==> config.mk <==
export PLATFORM = sky130hd
export DESIGN_NAME = sequence_generator
export DESIGN_NICKNAME = d
export VERILOG_FILES = /design/src/rtl/sequence_generator.sv
export SDC_FILE = /design/constraint.sdc
export NUM_CORES = 1
export LEC_CHECK = 0
export BUFFER_PORTS_ARGS = -buffer_cell sky130_fd_sc_hd__buf_2
export CORE_MARGIN = 2
export CORE_UTILIZATION = 35
export CTS_CLUSTER_SIZE = 10
export DETAILED_ROUTE_END_ITERATION = 8
export GPL_ROUTABILITY_DRIVEN = 0
export PLACE_DENSITY = 0.6
export SYNTH_ARGS = -nofsm -noshare
export SYNTH_HDL_FRONTEND = slang
export SYNTH_SLANG_ARGS = --single-unit
==> constraint.sdc <==
create_clock -name clk -period 3.9 [get_ports clk]
set_clock_uncertainty 0.2 [all_clocks]
set_input_delay 0.585 -clock clk [delete_from_list [all_inputs] [get_ports clk]]
set_output_delay 0.585 -clock clk [all_outputs]
set_load 0.01 [all_outputs]
==> src/rtl/sequence_generator.sv <==
// Serial pattern transmitter: loads a parallel pattern, sends it MSB-first repeat_cnt+1 times,
// then pulses done. Define SEQGEN_PARITY_EN to append an even-parity bit after each repetition.
module sequence_generator #(
  parameter int unsigned WIDTH = 8,
  parameter int unsigned CNT_W = 4
) (
  input  logic             clk,
  input  logic             reset_n,
  input  logic             load_valid,
  output logic             load_ready,
  input  logic [WIDTH-1:0] pattern,
  input  logic [CNT_W-1:0] repeat_cnt,
  output logic             serialOutput,
  output logic             bit_valid,
  output logic             busy,
  output logic             done
);

  localparam int unsigned BitW = $clog2(WIDTH + 1);
`ifdef SEQGEN_PARITY_EN
  // Counter index WIDTH is the parity slot.
  localparam logic [BitW-1:0] LastBit = BitW'(WIDTH);
`else
  localparam logic [BitW-1:0] LastBit = BitW'(WIDTH - 1);
`endif

  typedef enum logic [1:0] {
    StIdle  = 2'b00,
    StShift = 2'b01,
    StDone  = 2'b10
  } state_e;

  state_e           r_state, w_state_d;
  logic [WIDTH-1:0] r_shadow, w_shadow_d;
  logic [WIDTH-1:0] r_shift, w_shift_d;
  logic [BitW-1:0]  r_bit_cnt, w_bit_cnt_d;
  logic [CNT_W-1:0] r_rep, w_rep_d;
  logic             r_serial, r_bit_valid, r_busy, r_done, r_load_ready;
  logic             w_tx_bit;

  always_comb begin
    w_state_d   = r_state;
    w_shadow_d  = r_shadow;
    w_shift_d   = r_shift;
    w_bit_cnt_d = r_bit_cnt;
    w_rep_d     = r_rep;
    case (r_state)
      StIdle: begin
        if (load_valid) begin
          w_shadow_d  = pattern;
          w_shift_d   = pattern;
          w_rep_d     = repeat_cnt;
          w_bit_cnt_d = '0;
          w_state_d   = StShift;
        end
      end
      StShift: begin
        if (r_bit_cnt == LastBit) begin
          if (r_rep != '0) begin
            // Reload for the next repetition with no idle gap.
            w_rep_d     = r_rep - CNT_W'(1);
            w_shift_d   = r_shadow;
            w_bit_cnt_d = '0;
          end else begin
            w_state_d = StDone;
          end
        end else begin
          w_shift_d   = {r_shift[WIDTH-2:0], 1'b0};
          w_bit_cnt_d = r_bit_cnt + BitW'(1);
        end
      end
      StDone:  w_state_d = StIdle;
      default: w_state_d = StIdle;
    endcase
  end

  // Outputs are registered from next-state values so they align with the state they describe.
  always_comb begin
`ifdef SEQGEN_PARITY_EN
    w_tx_bit = (w_bit_cnt_d == LastBit) ? ^w_shadow_d : w_shift_d[WIDTH-1];
`else
    w_tx_bit = w_shift_d[WIDTH-1];
`endif
  end

  always_ff @(posedge clk) begin
    if (!reset_n) begin
      r_state      <= StIdle;
      r_shadow     <= '0;
      r_shift      <= '0;
      r_bit_cnt    <= '0;
      r_rep        <= '0;
      r_serial     <= 1'b0;
      r_bit_valid  <= 1'b0;
      r_busy       <= 1'b0;
      r_done       <= 1'b0;
      r_load_ready <= 1'b1;
    end else begin
      r_state      <= w_state_d;
      r_shadow     <= w_shadow_d;
      r_shift      <= w_shift_d;
      r_bit_cnt    <= w_bit_cnt_d;
      r_rep        <= w_rep_d;
      r_serial     <= (w_state_d == StShift) ? w_tx_bit : 1'b0;
      r_bit_valid  <= (w_state_d == StShift);
      r_busy       <= (w_state_d == StShift);
      r_done       <= (w_state_d == StDone);
      r_load_ready <= (w_state_d == StIdle);
    end
  end

  assign serialOutput = r_serial;
  assign bit_valid    = r_bit_valid;
  assign busy         = r_busy;
  assign done         = r_done;
  assign load_ready   = r_load_ready;

endmodule

# After elaboration in Yosys (flattened, before gate mapping)
# Index checks and enable logic that the tools add are counted.
classes:
  bitwise: 0
  mul: 0
  eq_ne: 8
  shifts: 0
  n_div: 0
  n_lt_le_gt_ge: 0
  muxes: 16
  add_sub_neg: 2
  reduce_logical: 8
op_table:
  columns: ["cell", "n"]
  rows:
  - ["two-way mux 4 bit", 6]
  - ["two-way mux 8 bit", 3]
  - ["case mux 4 bit (2 select lines)", 2]
  - ["case mux 8 bit (2 select lines)", 1]
  - ["two-way mux 2 bit", 3]
  - ["inequality test 2 bit (second input constant)", 3]
  - ["adder 4 x 1 -> 4 bit (second input constant)", 1]
  - ["equality test 2 x 1 -> 1 bit (second input constant)", 2]
  - ["equality test 4 x 3 -> 1 bit (second input constant)", 1]
  - ["zero test 2 bit", 2]
  - ["case mux 2 bit (2 select lines)", 1]
  - ["AND reduction 2 bit", 2]
  - ["AND reduction 4 bit", 1]
  - ["nonzero test 4 bit", 1]
  - ["subtractor 4 x 1 -> 4 bit (second input constant)", 1]
  - ["inequality test 3 bit (second input constant)", 1]
  - ["AND reduction 3 bit", 1]
  - ["equality test 2 bit (second input constant)", 1]
  - ["nonzero test 2 bit", 1]
word_totals:
  ramBits: 0
  latch_bits: 0
  mem_bits_ro: 0
  reg_bits: 30
  elab_cells: 44
  n_memories: 0
  input_bits: 15

# Logic depth before layout (Yosys ltp)
logic_depth:
  word_depth: 6
  mapped_depth: 7
  depth_no_buf: 6

# Worst setup path before layout
# No wires, ideal clock.
synth_timing:
  path_kind: "register to register"
  start: "register r_rep[0]"
  end: "register r_shift[0]"
  slack_ns: 1.944
  t_arrival_ns: 1.631
  path_stages_with_launch: 8
  required_ns: 3.575
  path_cell_list: "dfxtp_1 > inv_1 > ha_1 > nor3b_2 > a311o_1 > buf_6 > a222oi_1 > nor2b_1"
synth_between:
  elab_chain_len: 3
synth_rtl:
  columns: ["item", "line", "rtl"]
  rows:
  - ["start: declaration", "37", "logic [CNT_W-1:0] r_rep, w_rep_d;"]
  - ["start signal: assignment", "103", "r_rep <= w_rep_d;"]
  - ["nonzero test 4 bit", "59", "if (r_rep != '0) begin"]
  - ["inequality test 3 bit (no source line)", null, null]
  - ["AND reduction 3 bit (no source line)", null, null]
  - ["end signal: assignment", "101", "r_shift <= w_shift_d;"]
  - ["end: declaration", "35", "logic [WIDTH-1:0] r_shift, w_shift_d;"]
# No other way between the ends.
# A chain may end at the register's enable or synchronous reset.

# Final worst setup path
layout_timing:
  start: "register r_bit_cnt[0]"
  end: "register r_rep[0]"
layout_between:
  elab_chain_len: 3
layout_rtl:
  columns: ["item", "line", "rtl"]
  rows:
  - ["start: declaration", "36", "logic [BitW-1:0] r_bit_cnt, w_bit_cnt_d;"]
  - ["start signal: assignment", "102", "r_bit_cnt <= w_bit_cnt_d;"]
  - ["equality test 4 x 3 -> 1 bit", "58", "if (r_bit_cnt == LastBit) begin"]
  - ["inequality test 2 bit (no source line)", null, null]
  - ["AND reduction 4 bit (no source line)", null, null]
# No other way between the ends.

==> impl_results.md <==
- Count of antenna diodes in the layout: 0
- Tot Pwr: between 600 and 700 uW
- Clock transition at the registers of the reported paths: around 0.06 ns
- Die Y: 66.9 um
- Synthesized area: ~0.0014 sq mm
- Total CTS buffers: 5
- Max Cap Viol: 0
- Horizontal die dimension: between 60 and 70 um
- CTS tree: yes
- Die ar.: 0.00447 sq mm
- Worst-path fanout max: 10
- Average wire length per cell after detail routing: 13.6 um
- Mapped Cells: ~160
- Top Ports: 20
- Synth warn: 0
- Post-route insts no fill: between 200 and 250
- Via count of the first global-routing pass: 1120
- Via Count: ~1200
- Number of routed nets with antenna violations: 0
- Initial standard-cell utilization of the core: between 30% and 40%
- Cell with the most instances after synthesis: sky130_fd_sc_hd__dfxtp_1
- Row Count: 22
- Register bit total from synthesis: 30
- EDFF count, synth: 0
- Data required time at the worst endpoint: around 3.9 ns
- Wire length of the first global-routing pass: 5370 um
- CTS hold repair buffers: 0
- Max-slew headroom at the worst pin: between 30% and 40%
- Placed instance area: approximately 0.0015 sq mm
- Final Max Slew Viols: 0
- IR drop worst, VDD: a little under 0.0002 V
- Area share of the largest cell type after synthesis: between 40% and 50%
- Layout area overhead: 15.1%
- Final global-route overflow total: 0
- Hpwl dp: between 2000 and 2500 um
- Pin slew with the least headroom to its limit: 1.01 ns
- Syn_area_per_cell: 8.70 sq um
- Power density relative to cell area: between 400 and 500 mW/mm^2
- Worst hold margin: roughly 0.27 ns
- Pin count of the biggest net entering global routing: 29
- Clock latency on the worst-skew pair: around 0.28 ns
- Time the worst path needs with I/O delays and setup: between 2 and 2.5 ns
- Fin. Hold Viols: 0
- Maximum buffer depth of the clock tree: 2
- DP Cell Count: between 200 and 250
- Setup violations, final: 0
- Iteration-0 DRC count of the detailed router: 71
- CP Launch Type: flip-flop
- Post-Layout Inst Area: around 0.0016 sq mm
- Min-delay worst type: reg -> reg
- Total detailed-routing wirelength: approximately 3100 um
- WS Path Type: reg -> reg
- Run status: complete, no violations
- First-pass iteration count of the detailed router: 4
- Placeable core region: 0.00372 sq mm
- Highest clock rate: 452 MHz
- Fraction of layout instances using a drive strength above 1: 19.1%
- FFs w/ async S/R, synth: 0%
- Area contributors post-synth: sky130_fd_sc_hd__dfxtp_1, sky130_fd_sc_hd__nand2_1, sky130_fd_sc_hd__a21boi_0
- Number of distinct standard cells referenced by the synthesized netlist: 42
- Count of buffers from port buffering: 19
- Post-CTS Repair Setup Buffers: 0
- Predominant post-synthesis flop cell: sky130_fd_sc_hd__dfxtp_1
- Drt via density: ~5.4
- H-tree level count: 2
- GRT Overall Usage: 16.5%
- Number of antenna violations at the first check in global routing: 0
- Library cell used as clock root buffer: sky130_fd_sc_hd__clkbuf_8
- Post-synthesis cell type with the largest combined area: sky130_fd_sc_hd__dfxtp_1
- Post-route clock period utilization: 56.7%
- Final nets: ~190
- Leakage power total: slightly above 0.0006 uW
- Count of cells resized by post-cts repair: 0
- TritonCTS Sinks: 30
- Kind of capture point of the worst setup path: flip-flop
- Arrival time of data at the critical path endpoint: 2.19 ns
- Syn Nets: 176
- Setup Total Neg Slack: 0 ns
- Post-synth top cells: sky130_fd_sc_hd__dfxtp_1, sky130_fd_sc_hd__nand2_1, sky130_fd_sc_hd__a21boi_0, sky130_fd_sc_hd__a21oi_1, sky130_fd_sc_hd__nor2_1
- RSZ-0062 raised after global routing: false
- Share of synthesized area occupied by flip-flops and latches: 43.4%
- DRC viols: 0
-- cell usage in the layout, fill, tap and decap left out, drive strengths merged, types with 7 or more instances in the layout --
cell,count
clkbuf,7
a31oi,8
a21oi,10
o21ai,7
nand3,7
nand2,21
a21boi,10
buf,19
dfxtp,30
nor2,10
-- kinds of logic after synthesis --
family          synth area share [%]
simple gates                    24.6
compound gates                  24.9
flops                           43.4
buf+inv                         4.43
fa+ha+maj                       1.81
mux                            0.814
-- final timing paths --
check,slack (ns),from,end,cells after the start
max,1.69,r_bit_cnt[0],r_rep[0],5
min reg2reg,0.27,r_shadow[6],r_shadow[6],2
max reg2reg,1.69,r_bit_cnt[0],r_rep[0],5
min,0.27,r_shadow[6],r_shadow[6],2
-- critical path: stages, from the launching register on --
cell,delay [ns]
sky130_fd_sc_hd__dfxtp_1,0.37
sky130_fd_sc_hd__ha_1,0.25
sky130_fd_sc_hd__nand3b_1,0.34
sky130_fd_sc_hd__nor3_2,0.60
sky130_fd_sc_hd__o32ai_1,0.17
sky130_fd_sc_hd__and2_1,0.18
-- state kept, by name, indices dropped and copies added (netlist names) --
signal        flops
done              1
r_rep             4
r_shift           8
r_state           2
busy              1
load_ready        1
r_bit_cnt         4
r_shadow          8
serialOutput      1
-- cell type report --
cell class | instances | area (sq um)
repair buffers | 19 | 95.1
clock inverters | 1 | 5.00
fillers | 374 | 2120
clock buffers | 7 | 86.3
flip-flops and latches | 30 | 601
inverters | 5 | 18.8
multi-input cells | 116 | 726
well taps | 48 | 60.1
-- metal layers --
| metal | up-vias | wire length (um) | track usage, % |
|---|---|---|---|
| li1 | 615 | - | - |
| met1 | 560 | 1390 | 21.5 |
| met2 | 35 | 1430 | 24.4 |
| met3 | 5 | 202 | 6.08 |
| met4 | 0 | 54 | 6.89 |
| met5 | - | 0 | 0 |
-- power by group --
group / internal (uW) / switching, uW / leakage (uW) / total, uW
registers: 324 / 11.2 / 0.000246 / 335
logic: 33.9 / 46.5 / 0.000319 / 80.4
clock network: 142 / 114 / 0.0000482 / 256
total: 500 / 171 / 0.000613 / 671
-- metrics by stage --
stage,util [%],setup WS (ns)
floorplan,-,1.94
global placement,40.4,1.63
detailed placement,40.4,1.59
CTS,42.8,1.66
global route,42.8,1.44
finish,42.8,1.69
Power figures use the tool's default switching activity.
